## src/rtl/stopwatch_counter.sv

```systemverilog
// Stopwatch time base: a prescaler-gated BCD counter showing SS.cc (00.00-59.99).
// A pause freezes both the digits and the prescaler phase, so a resumed run continues mid-tick.
module stopwatch_counter #(
    parameter int TICK_DIV = 1_000_000,
    parameter int PRE_W    = 24
) (
    input  logic        clk,
    input  logic        reset,
    input  logic        cnt_en,
    input  logic        clr,
    output logic [15:0] digits,
    output logic        tick,
    output logic        wrap
);

    localparam logic [PRE_W-1:0] PRE_LAST = PRE_W'(TICK_DIV - 1);

    logic [PRE_W-1:0] pre_reg, pre_next;
    logic [15:0]      digits_reg, digits_next;
    logic             tick_reg, tick_next;
    logic             wrap_reg, wrap_next;
    logic             terminal;
    logic [15:0]      digits_adv;
    logic [4:0]       carry;

    assign terminal = (pre_reg == PRE_LAST);
    assign carry[0] = 1'b1;

    // Ripple carry through the four BCD digits; the top digit rolls at 5 instead of 9.
    generate
        for (genvar gi = 0; gi < 4; gi++) begin : g_digit
            localparam logic [3:0] DMAX = (gi == 3) ? 4'd5 : 4'd9;
            logic [3:0] dig;
            assign dig          = digits_reg[gi*4 +: 4];
            assign carry[gi+1]  = carry[gi] & (dig == DMAX);
            assign digits_adv[gi*4 +: 4] = carry[gi] ? ((dig == DMAX) ? 4'd0 : dig + 4'd1) : dig;
        end
    endgenerate

    always_comb begin
        pre_next    = pre_reg;
        digits_next = digits_reg;
        tick_next   = 1'b0;
        wrap_next   = 1'b0;
        if (clr) begin
            pre_next    = '0;
            digits_next = 16'h0000;
        end else if (cnt_en) begin
            if (terminal) begin
                pre_next    = '0;
                digits_next = digits_adv;
                tick_next   = 1'b1;
                wrap_next   = carry[4];
            end else begin
                pre_next = pre_reg + 1'b1;
            end
        end
    end

    always_ff @(posedge clk) begin
        if (reset) begin
            pre_reg    <= '0;
            digits_reg <= 16'h0000;
            tick_reg   <= 1'b0;
            wrap_reg   <= 1'b0;
        end else begin
            pre_reg    <= pre_next;
            digits_reg <= digits_next;
            tick_reg   <= tick_next;
            wrap_reg   <= wrap_next;
        end
    end

    assign digits = digits_reg;
    assign tick   = tick_reg;
    assign wrap   = wrap_reg;

endmodule
```

## config.mk

```make
export PLATFORM = sky130hd
export DESIGN_NAME = stopwatch_counter
export DESIGN_NICKNAME = d
export VERILOG_FILES = /design/src/rtl/stopwatch_counter.sv
export SDC_FILE = /design/constraint.sdc
export NUM_CORES = 1
export LEC_CHECK = 0
export ABC_CLOCK_PERIOD_IN_PS = 2130
export BUFFER_PORTS_ARGS = -buffer_cell sky130_fd_sc_hd__clkbuf_2
export CAP_MARGIN = 0
export CORE_MARGIN = 2
export CORE_UTILIZATION = 35
export CTS_CLUSTER_SIZE = 25
export DETAILED_ROUTE_END_ITERATION = 10
export PLACE_DENSITY_LB_ADDON = 0.08
export SLEW_MARGIN = 10
export SYNTH_ARGS = -nofsm -noshare
export SYNTH_HDL_FRONTEND = slang
export SYNTH_SLANG_ARGS = --single-unit
```

## constraint.sdc

```tcl
create_clock -name clk -period 2.13 [get_ports clk]
set_input_delay 0.213 -clock clk [delete_from_list [all_inputs] [get_ports clk]]
set_output_delay 0.213 -clock clk [all_outputs]
set_load 0.005 [all_outputs]
```

==> impl_summary.txt, run 1 <==
----------------------------------------------------
[Run status]
  Status ... completed

[Placement]
  Detailed placement HPWL ... 2.70 mm
  Number of input and output port buffers inserted ... 21
  Global placement routability congestion ... about 0.72
  Placement Setup Slack ... approximately 0.19 ns

[Clock tree]
  Number of sinks driven by the clock tree ... 42
  Clock Path Buffers ... 2
  Worst-Skew Late Latency ... 0.29 ns
  Number of buffers inserted during clock tree synthesis ... 5
  Clock transition at path regs ... 0.07 ns
  CTS root buf ... sky130_fd_sc_hd__clkbuf_8
  CTS tree ... done
  Level count of the clock H-tree ... 2
  Number of setup buffers added after CTS ... 0
  CTS hold repair buffers ... 0
  Count of cells resized by post-cts repair ... 0

[Global routing]
  Antenna violations before repair ... 0
  Via count of the first global-routing pass ... 1530
  Met1 capacity usage during global routing ... 0.169
  Layer with the highest usage after global routing ... met2
  Pin count of the biggest net entering global routing ... 25
  Grt total ovfl ... 0
  Global-route wire length before repair ... between 6 and 7 mm
  GR Util met2 ... 0.221
  GRT Resource Usage Total ... 0.134
  Met3 routing resource usage after global routing ... 0.0300

[Timing]
  Rel. slew slack ... 0.677
  Clock tree skew after final layout ... 0.00587 ns
  Final critical-path setup slack ... between 0.15 and 0.2 ns
  Final setup violation count ... 0
  Maximum clock rate ... roughly 500 MHz
  Number of slew-limit violations in the final report ... 0
  RSZ-0062 raised after global routing ... false
  Total negative slack ... 0 ns
  Post-route clock period utilization ... 0.914
  Worst hold slack ... roughly 0.27 ns
  Slew of the pin with the lowest slew margin ... just under 0.5 ns
  Post-layout minimum cycle time ... around 1.9 ns
  Count of final hold-check violations ... 0

[Pwr]
  Switching power summed over all nets ... between 200 and 300 uW
  Leakage power total ... between 0.0008 and 0.0009 uW
  Part of the total power dissipated in the clock network ... 0.422
  Max rail drop VDD ... 0.267 mV
  Internal power ... 1120 uW
  Part of the power in registers ... 0.559
  Comb pwr share ... 0.019
  Switching part of the total ... 0.203
  Power density normalized to cell area ... about 600 mW/mm2

[Critical path]
  Worst setup path startpoint ... pre_reg[0]$_SDFFE_PP0P_
  Depth of the most critical reg-to-reg path ... 6
  Origin of the critical flop-to-flop path ... pre_reg[0]$_SDFFE_PP0P_
  Critical-path cell list ... ha_1, nand4_2, and4bb_4, nand4_4, or3_1, a21oi_1
  Largest driver fanout on the critical path ... 13
  Category of the worst setup path capture point ... flop
  Data required time at the worst endpoint ... 2.35 ns
  Reg-to-Reg End ... digits[15]$_SDFFE_PP0P_
  Nature of the critical path startpoint ... flop
  Crit path DAT ... approximately 2.2 ns
  Critical Path Slowest Stage Cell ... sky130_fd_sc_hd__and4bb_4
  Critical path's largest stage delay ... 0.48 ns
  Reg-to-reg setup timing slack ... 0.18 ns
  Delay-heaviest family, CP ... simple AND/OR/NAND/NOR gates
  Path length in cells of the critical path ... 6
  Critical path buffer and inverter count ... 0
  Worst setup path class ... flop to flop

[Detailed routing]
  Vias post-DR ... roughly 1600
  Routed len/inst ... 12.0 um
  First-pass detailed-route iteration total ... 4
  Detailed Route Iter0 Violations ... 76
  Wire length after detailed routing ... just under 4 mm
  Vias per inst ... just under 5
  Number of remaining DRC errors ... 0
  Number of antenna-violating nets in the routed design ... 0

[Synthesis]
  Post-synthesis cell type count ... 42
  Post-synthesis register bit count ... 42
  Post-synthesis net count ... ~230
  Cell Area, Synth ... between 0.002 and 0.0025 mm2
  Largest area contributor in the synthesized netlist ... sky130_fd_sc_hd__dfxtp_1
  FFs w/ async S/R, synth ... 0
  Post-synthesis cell count ... 227
  Number of flops mapped to enable cells by yosys ... 0
  Area share of the largest cell type after synthesis ... 0.406
  Sequential element share of the synthesized area ... 0.406
  Mean instance size in the synthesized netlist ... 9.12 um2
  Yosys warning count ... 0
  Top area cells in the synthesized netlist ... sky130_fd_sc_hd__dfxtp_1 41%, sky130_fd_sc_hd__xor2_1 9.3%, sky130_fd_sc_hd__nor2_1 6.3%
  Top_reg_cell synth ... sky130_fd_sc_hd__dfxtp_1

[Cells and area]
  NumNets Final ... 254
  Flip-flop count of the largest register after layout ... 24
  Growth of design area from synthesis to finish ... 13.0%
  Total inserted antenna cells ... 0
  Share of final-layout standard cells stronger than drive strength 1 ... 0.196

[Hold path]
  Hold Path Depth ... 3
  Kind of path behind the tightest hold check ... input pin to flop
  Hold worst-path end ... pre_reg[0]$_SDFFE_PP0P_
  Worst hold path startpoint ... cnt_en

[Floorplanning]
  Die H ... between 80 and 90 um
  Number of placement rows ... 28
  Placeable core area ... 0.00582 mm2
  Top-level I/O count ... 22
  Effective utilization at floorplan ... 0.356
  Die area ... approximately 0.0065 mm2
  Width of the die ... between 80 and 90 um

[Flow run]
  Number of maximum-capacitance constraint violations ... 0

----------------------------------------------------
stage by stage:
stage               cell area [um2]  cells  total power, uW  utilization
floorplan                      2070    227              828            -
global placement               2230    317              833        0.383
detailed placement             2230    317              833        0.383
CTS                            2340    325             1440        0.402
global route                   2340    325             1480        0.402
finish                         2340    325             1410        0.402
tightest hold or removal path, stage by stage:
cell and delay, ns:
sky130_fd_sc_hd__clkbuf_2 0.16, sky130_fd_sc_hd__xnor2_1 0.08, sky130_fd_sc_hd__nor2_1 0.07
power by group through the flow:
stage | clock (uW) | sequential, uW | combinational, uW
after detailed placement | 0 | 806 | 27.8
after floorplan | 0 | 805 | 22.7
after global placement | 0 | 806 | 27.9
after global routing | 661 | 787 | 30.8
final | 595 | 787 | 26.9
after CTS | 625 | 787 | 27.9
cell type report:
class	instances	area, um2
Inverter	2	7.51
Fill cell	615	3480
Sequential cell	42	841
Multi-Input combinational cell	173	1140
Tap cell	75	93.8
Clock buffer	8	110
Timing Repair Buffer	25	148
logic make-up after synthesis:
family	synth area share
multiplexers	0.0193
buffers and inverters	0.0435
flip-flops	0.406
AO/OA/AOI/OAI	0.0508
adder cells (fa/ha/maj)	0.00604
AND/OR/NAND/NOR	0.356
XOR/XNOR	0.118
per-layer routing:
metal  up-vias  routed length [um]  share of wire
met4         0                  55          0.014
met3         7                  91          0.023
met5         -                   0              0
met1       742                1990           0.51
met2        17                1780           0.45
li1        828                   -              -
synth_stat cells, types with 2 or more instances:
library cell	instances
sky130_fd_sc_hd__dfxtp_1	42
sky130_fd_sc_hd__nor2_1	35
sky130_fd_sc_hd__xor2_1	22
sky130_fd_sc_hd__nand2_1	14
sky130_fd_sc_hd__nand3_1	11
sky130_fd_sc_hd__nand4_1	11
sky130_fd_sc_hd__and3_1	9
sky130_fd_sc_hd__a21oi_1	8
sky130_fd_sc_hd__nor2b_1	8
sky130_fd_sc_hd__o21ai_0	6
sky130_fd_sc_hd__xnor2_1	6
sky130_fd_sc_hd__or3_1	5
sky130_fd_sc_hd__mux2i_1	4
sky130_fd_sc_hd__and4_1	3
sky130_fd_sc_hd__buf_4	3
sky130_fd_sc_hd__buf_6	3
sky130_fd_sc_hd__clkbuf_1	3
sky130_fd_sc_hd__nand2b_1	3
sky130_fd_sc_hd__inv_1	2
sky130_fd_sc_hd__nand3_2	2
sky130_fd_sc_hd__nand4_4	2
sky130_fd_sc_hd__nor3_1	2
sky130_fd_sc_hd__nor3_2	2
sky130_fd_sc_hd__nor3b_1	2
sky130_fd_sc_hd__nor4b_2	2
placed cells by master, fill, tap and decap left out, types with 2 or more instances in the layout:
master,n
sky130_fd_sc_hd__clkbuf_8,8
sky130_fd_sc_hd__dfxtp_1,42
sky130_fd_sc_hd__nor4b_2,2
sky130_fd_sc_hd__xor2_1,22
sky130_fd_sc_hd__nand2_1,14
sky130_fd_sc_hd__nor3b_1,2
sky130_fd_sc_hd__clkbuf_2,21
sky130_fd_sc_hd__nor3_1,2
sky130_fd_sc_hd__buf_4,3
sky130_fd_sc_hd__o21ai_0,6
sky130_fd_sc_hd__or3_1,5
sky130_fd_sc_hd__nand3_1,11
sky130_fd_sc_hd__nand4_1,11
sky130_fd_sc_hd__nor2b_1,8
sky130_fd_sc_hd__xnor2_1,6
sky130_fd_sc_hd__nand2b_1,3
sky130_fd_sc_hd__and4_1,3
sky130_fd_sc_hd__nand3_2,2
sky130_fd_sc_hd__and3_1,9
sky130_fd_sc_hd__inv_1,2
sky130_fd_sc_hd__nor3_2,2
sky130_fd_sc_hd__a21oi_1,8
sky130_fd_sc_hd__mux2i_1,4
sky130_fd_sc_hd__nor2_1,35
sky130_fd_sc_hd__nand4_4,2
how the worst max path moves through the flow:
stage                                    to  slack (ns)
finish              digits[15]$_SDFFE_PP0P_        0.18
global placement    digits[15]$_SDFFE_PP0P_        0.24
floorplan            digits[1]$_SDFFE_PP0P_        0.34
global route        digits[14]$_SDFFE_PP0P_        0.04
CTS                 digits[15]$_SDFFE_PP0P_        0.18
detailed placement  digits[15]$_SDFFE_PP0P_        0.19
Power figures use the tool's default switching activity.
==> inputs of run 2 (changes only) <==
--- a/config.mk
+++ b/config.mk
@@ -12,6 +12,7 @@
 export CORE_UTILIZATION = 35
 export CTS_CLUSTER_SIZE = 25
 export DETAILED_ROUTE_END_ITERATION = 10
+export MAX_ROUTING_LAYER = met4
 export PLACE_DENSITY_LB_ADDON = 0.08
 export SLEW_MARGIN = 10
 export SYNTH_ARGS = -nofsm -noshare
==> run 2 against run 1 <==
Critical path depth is the same. Register-to-register slack about the same. Worst hold slack about the same. Critical endpoint unchanged. Largest cell class unchanged. Wire length about the same. Global-route usage increased by 0.38 points. First-iteration DRC count is 11% lower. Non-clock buffer count stayed put. Die area did not move.
==> impl_summary.txt, run 2 (same netlist as run 1, synthesis figures left out) <==
----------------------------------------------------
[Floorplanning]
  Effective utilization at floorplan ... 0.356
  Number of placement rows ... 28
  Placeable core area ... around 0.0058 mm2
  Die area ... about 0.0065 mm2
  Width of the die ... around 81 um
  Top-level I/O count ... 22
  Die H ... roughly 80 um

[Cells and area]
  Total non-filler cell area in the finished layout ... between 0.002 and 0.0025 mm2
  Growth of design area from synthesis to finish ... 13.0%
  Share of final-layout standard cells stronger than drive strength 1 ... 0.196
  Total inserted antenna cells ... 0
  NumNets Final ... roughly 250
  Commonest cells after routing, fill and taps aside ... 42 x sky130_fd_sc_hd__dfxtp_1, 35 x sky130_fd_sc_hd__nor2_1, 22 x sky130_fd_sc_hd__xor2_1, 21 x sky130_fd_sc_hd__clkbuf_2, 14 x sky130_fd_sc_hd__nand2_1
  Leading cell type in the layout, fill and taps excluded ... sky130_fd_sc_hd__dfxtp_1
  Flip-flop count of the largest register after layout ... 24

[Timing]
  Clock tree skew after final layout ... 0.00588 ns
  Post-route clock period utilization ... 0.914
  Number of slew-limit violations in the final report ... 0
  Slew of the pin with the lowest slew margin ... roughly 0.48 ns
  Count of final hold-check violations ... 0
  Final setup violation count ... 0
  Post-layout minimum cycle time ... 1.95 ns
  RSZ-0062 raised after global routing ... false
  Total negative slack ... 0 ns
  Maximum clock rate ... ~500 MHz
  Rel. slew slack ... 0.677

[Clock tree]
  CTS root buf ... sky130_fd_sc_hd__clkbuf_8
  CTS tree ... done
  CTS hold repair buffers ... 0
  Count of cells resized by post-cts repair ... 0
  Number of sinks driven by the clock tree ... 42
  Clock transition at path regs ... around 0.07 ns
  Worst-Skew Late Latency ... slightly below 0.3 ns
  Level count of the clock H-tree ... 2
  Number of buffers inserted during clock tree synthesis ... 5
  Clock Path Buffers ... 2
  Number of setup buffers added after CTS ... 0

[Hold path]
  Hold Path Depth ... 3
  Kind of path behind the tightest hold check ... input pin to flop

[Placement]
  Global placement routability congestion ... about 0.73
  Detailed placement HPWL ... approximately 2.7 mm
  Number of input and output port buffers inserted ... 21
  Placed Area ... between 0.002 and 0.0025 mm2

[Detailed routing]
  Number of remaining DRC errors ... 0
  Vias post-DR ... 1592
  Detailed Route Iter0 Violations ... slightly below 70
  First-pass detailed-route iteration total ... 4
  Vias per inst ... roughly 5
  Number of antenna-violating nets in the routed design ... 0
  Routed len/inst ... roughly 12 um
  Wire length after detailed routing ... 3.92 mm

[Pwr]
  Leakage power total ... 0.000897 uW
  Switching part of the total ... 0.203
  Switching power summed over all nets ... between 200 and 300 uW
  Power density normalized to cell area ... about 600 mW/mm2
  Part of the total power dissipated in the clock network ... 0.422
  Internal power ... approximately 1100 uW
  Part of the power in registers ... 0.558
  Comb pwr share ... 0.019
  Max rail drop VDD ... around 0.27 mV

[Critical path]
  Data required time at the worst endpoint ... around 2.4 ns
  Critical-path cell list ... ha_1, nand4_2, and4bb_4, nand4_4, or3_1, a21oi_1
  Depth of the most critical reg-to-reg path ... 6
  Critical Path Sink ... digits[15]$_SDFFE_PP0P_
  Reg-to-Reg End ... digits[15]$_SDFFE_PP0P_
  Critical path's largest stage delay ... 0.48 ns
  Delay-heaviest family, CP ... simple AND/OR/NAND/NOR gates
  Critical Path Slowest Stage Cell ... sky130_fd_sc_hd__and4bb_4
  Crit path DAT ... around 2.2 ns
  Nature of the critical path startpoint ... flop
  Worst setup path startpoint ... pre_reg[0]$_SDFFE_PP0P_
  Worst setup path class ... flop to flop
  Path length in cells of the critical path ... 6
  Origin of the critical flop-to-flop path ... pre_reg[0]$_SDFFE_PP0P_
  Reg-to-reg setup timing slack ... around 0.18 ns
  Largest driver fanout on the critical path ... 13
  Category of the worst setup path capture point ... flop
  Critical path buffer and inverter count ... 0

[Global routing]
  Global-route wire length before repair ... a little under 7 mm
  Pin count of the biggest net entering global routing ... 25
  GRT Resource Usage Total ... 0.137
  Via count of the first global-routing pass ... roughly 1500
  Grt total ovfl ... 0
  Antenna violations before repair ... 0

[Flow run]
  Number of maximum-capacitance constraint violations ... 0

[Run status]
  Status ... completed

----------------------------------------------------
## run 2: cell counts in the layout (fill, tap and decap cells not counted)
No cell type changed its count.
## run 2: stage by stage
| stage | hold WS, ns | instances | util | power [uW] | setup slack [ns] |
|---|---|---|---|---|---|
| after detailed placement | 0.508 | 317 | 0.383 | 833 | 0.187 |
| after floorplan | 0.461 | 227 | - | 828 | 0.337 |
| after global routing | 0.312 | 325 | 0.402 | 1480 | 0.0372 |
| after CTS | 0.275 | 325 | 0.402 | 1440 | 0.176 |
| final | 0.275 | 325 | 0.402 | 1410 | 0.184 |
| after global placement | 0.494 | 317 | 0.383 | 833 | 0.243 |
## run 2: layer usage
layer  GRT usage  wire, um  vias to the layer above  share of wire
met5           -         0                        -              0
met4      0.0508        54                        0          0.014
met3      0.0300        91                        7          0.023
met2       0.221      1790                       17           0.46
met1       0.169      1980                      740           0.50
li1            -         -                      828              -
## run 2: power groups by stage
| stage | registers [uW] | clock network (uW) | logic, uW |
|---|---|---|---|
| final | 787 | 595 | 26.8 |
| after global routing | 787 | 661 | 30.8 |
| after CTS | 787 | 625 | 27.9 |
| after detailed placement | 806 | 0 | 27.8 |
| after global placement | 806 | 0 | 27.9 |
| after floorplan | 805 | 0 | 22.7 |
## run 2: cell type report
type / instances / area (um2)
sequential: 42 / 841
fill: 615 / 3480
clock buffer: 8 / 110
multi-input combinational: 173 / 1140
inverter: 2 / 7.51
tap: 75 / 93.8
timing repair buffer: 25 / 148
## run 2: worst min path at each step
| stage | endpoint | start |
|---|---|---|
| after CTS | pre_reg[0]$_SDFFE_PP0P_ | cnt_en |
| after global routing | pre_reg[0]$_SDFFE_PP0P_ | cnt_en |
| after floorplan | pre_reg[0]$_SDFFE_PP0P_ | cnt_en |
| after global placement | digits[12]$_SDFFE_PP0P_ | digits[12]$_SDFFE_PP0P_ |
| final | pre_reg[0]$_SDFFE_PP0P_ | cnt_en |
| after detailed placement | digits[12]$_SDFFE_PP0P_ | digits[12]$_SDFFE_PP0P_ |
## run 2: worst min-delay path: stages
cell and delay (ns):
sky130_fd_sc_hd__clkbuf_2 0.16, sky130_fd_sc_hd__xnor2_1 0.08, sky130_fd_sc_hd__nor2_1 0.07
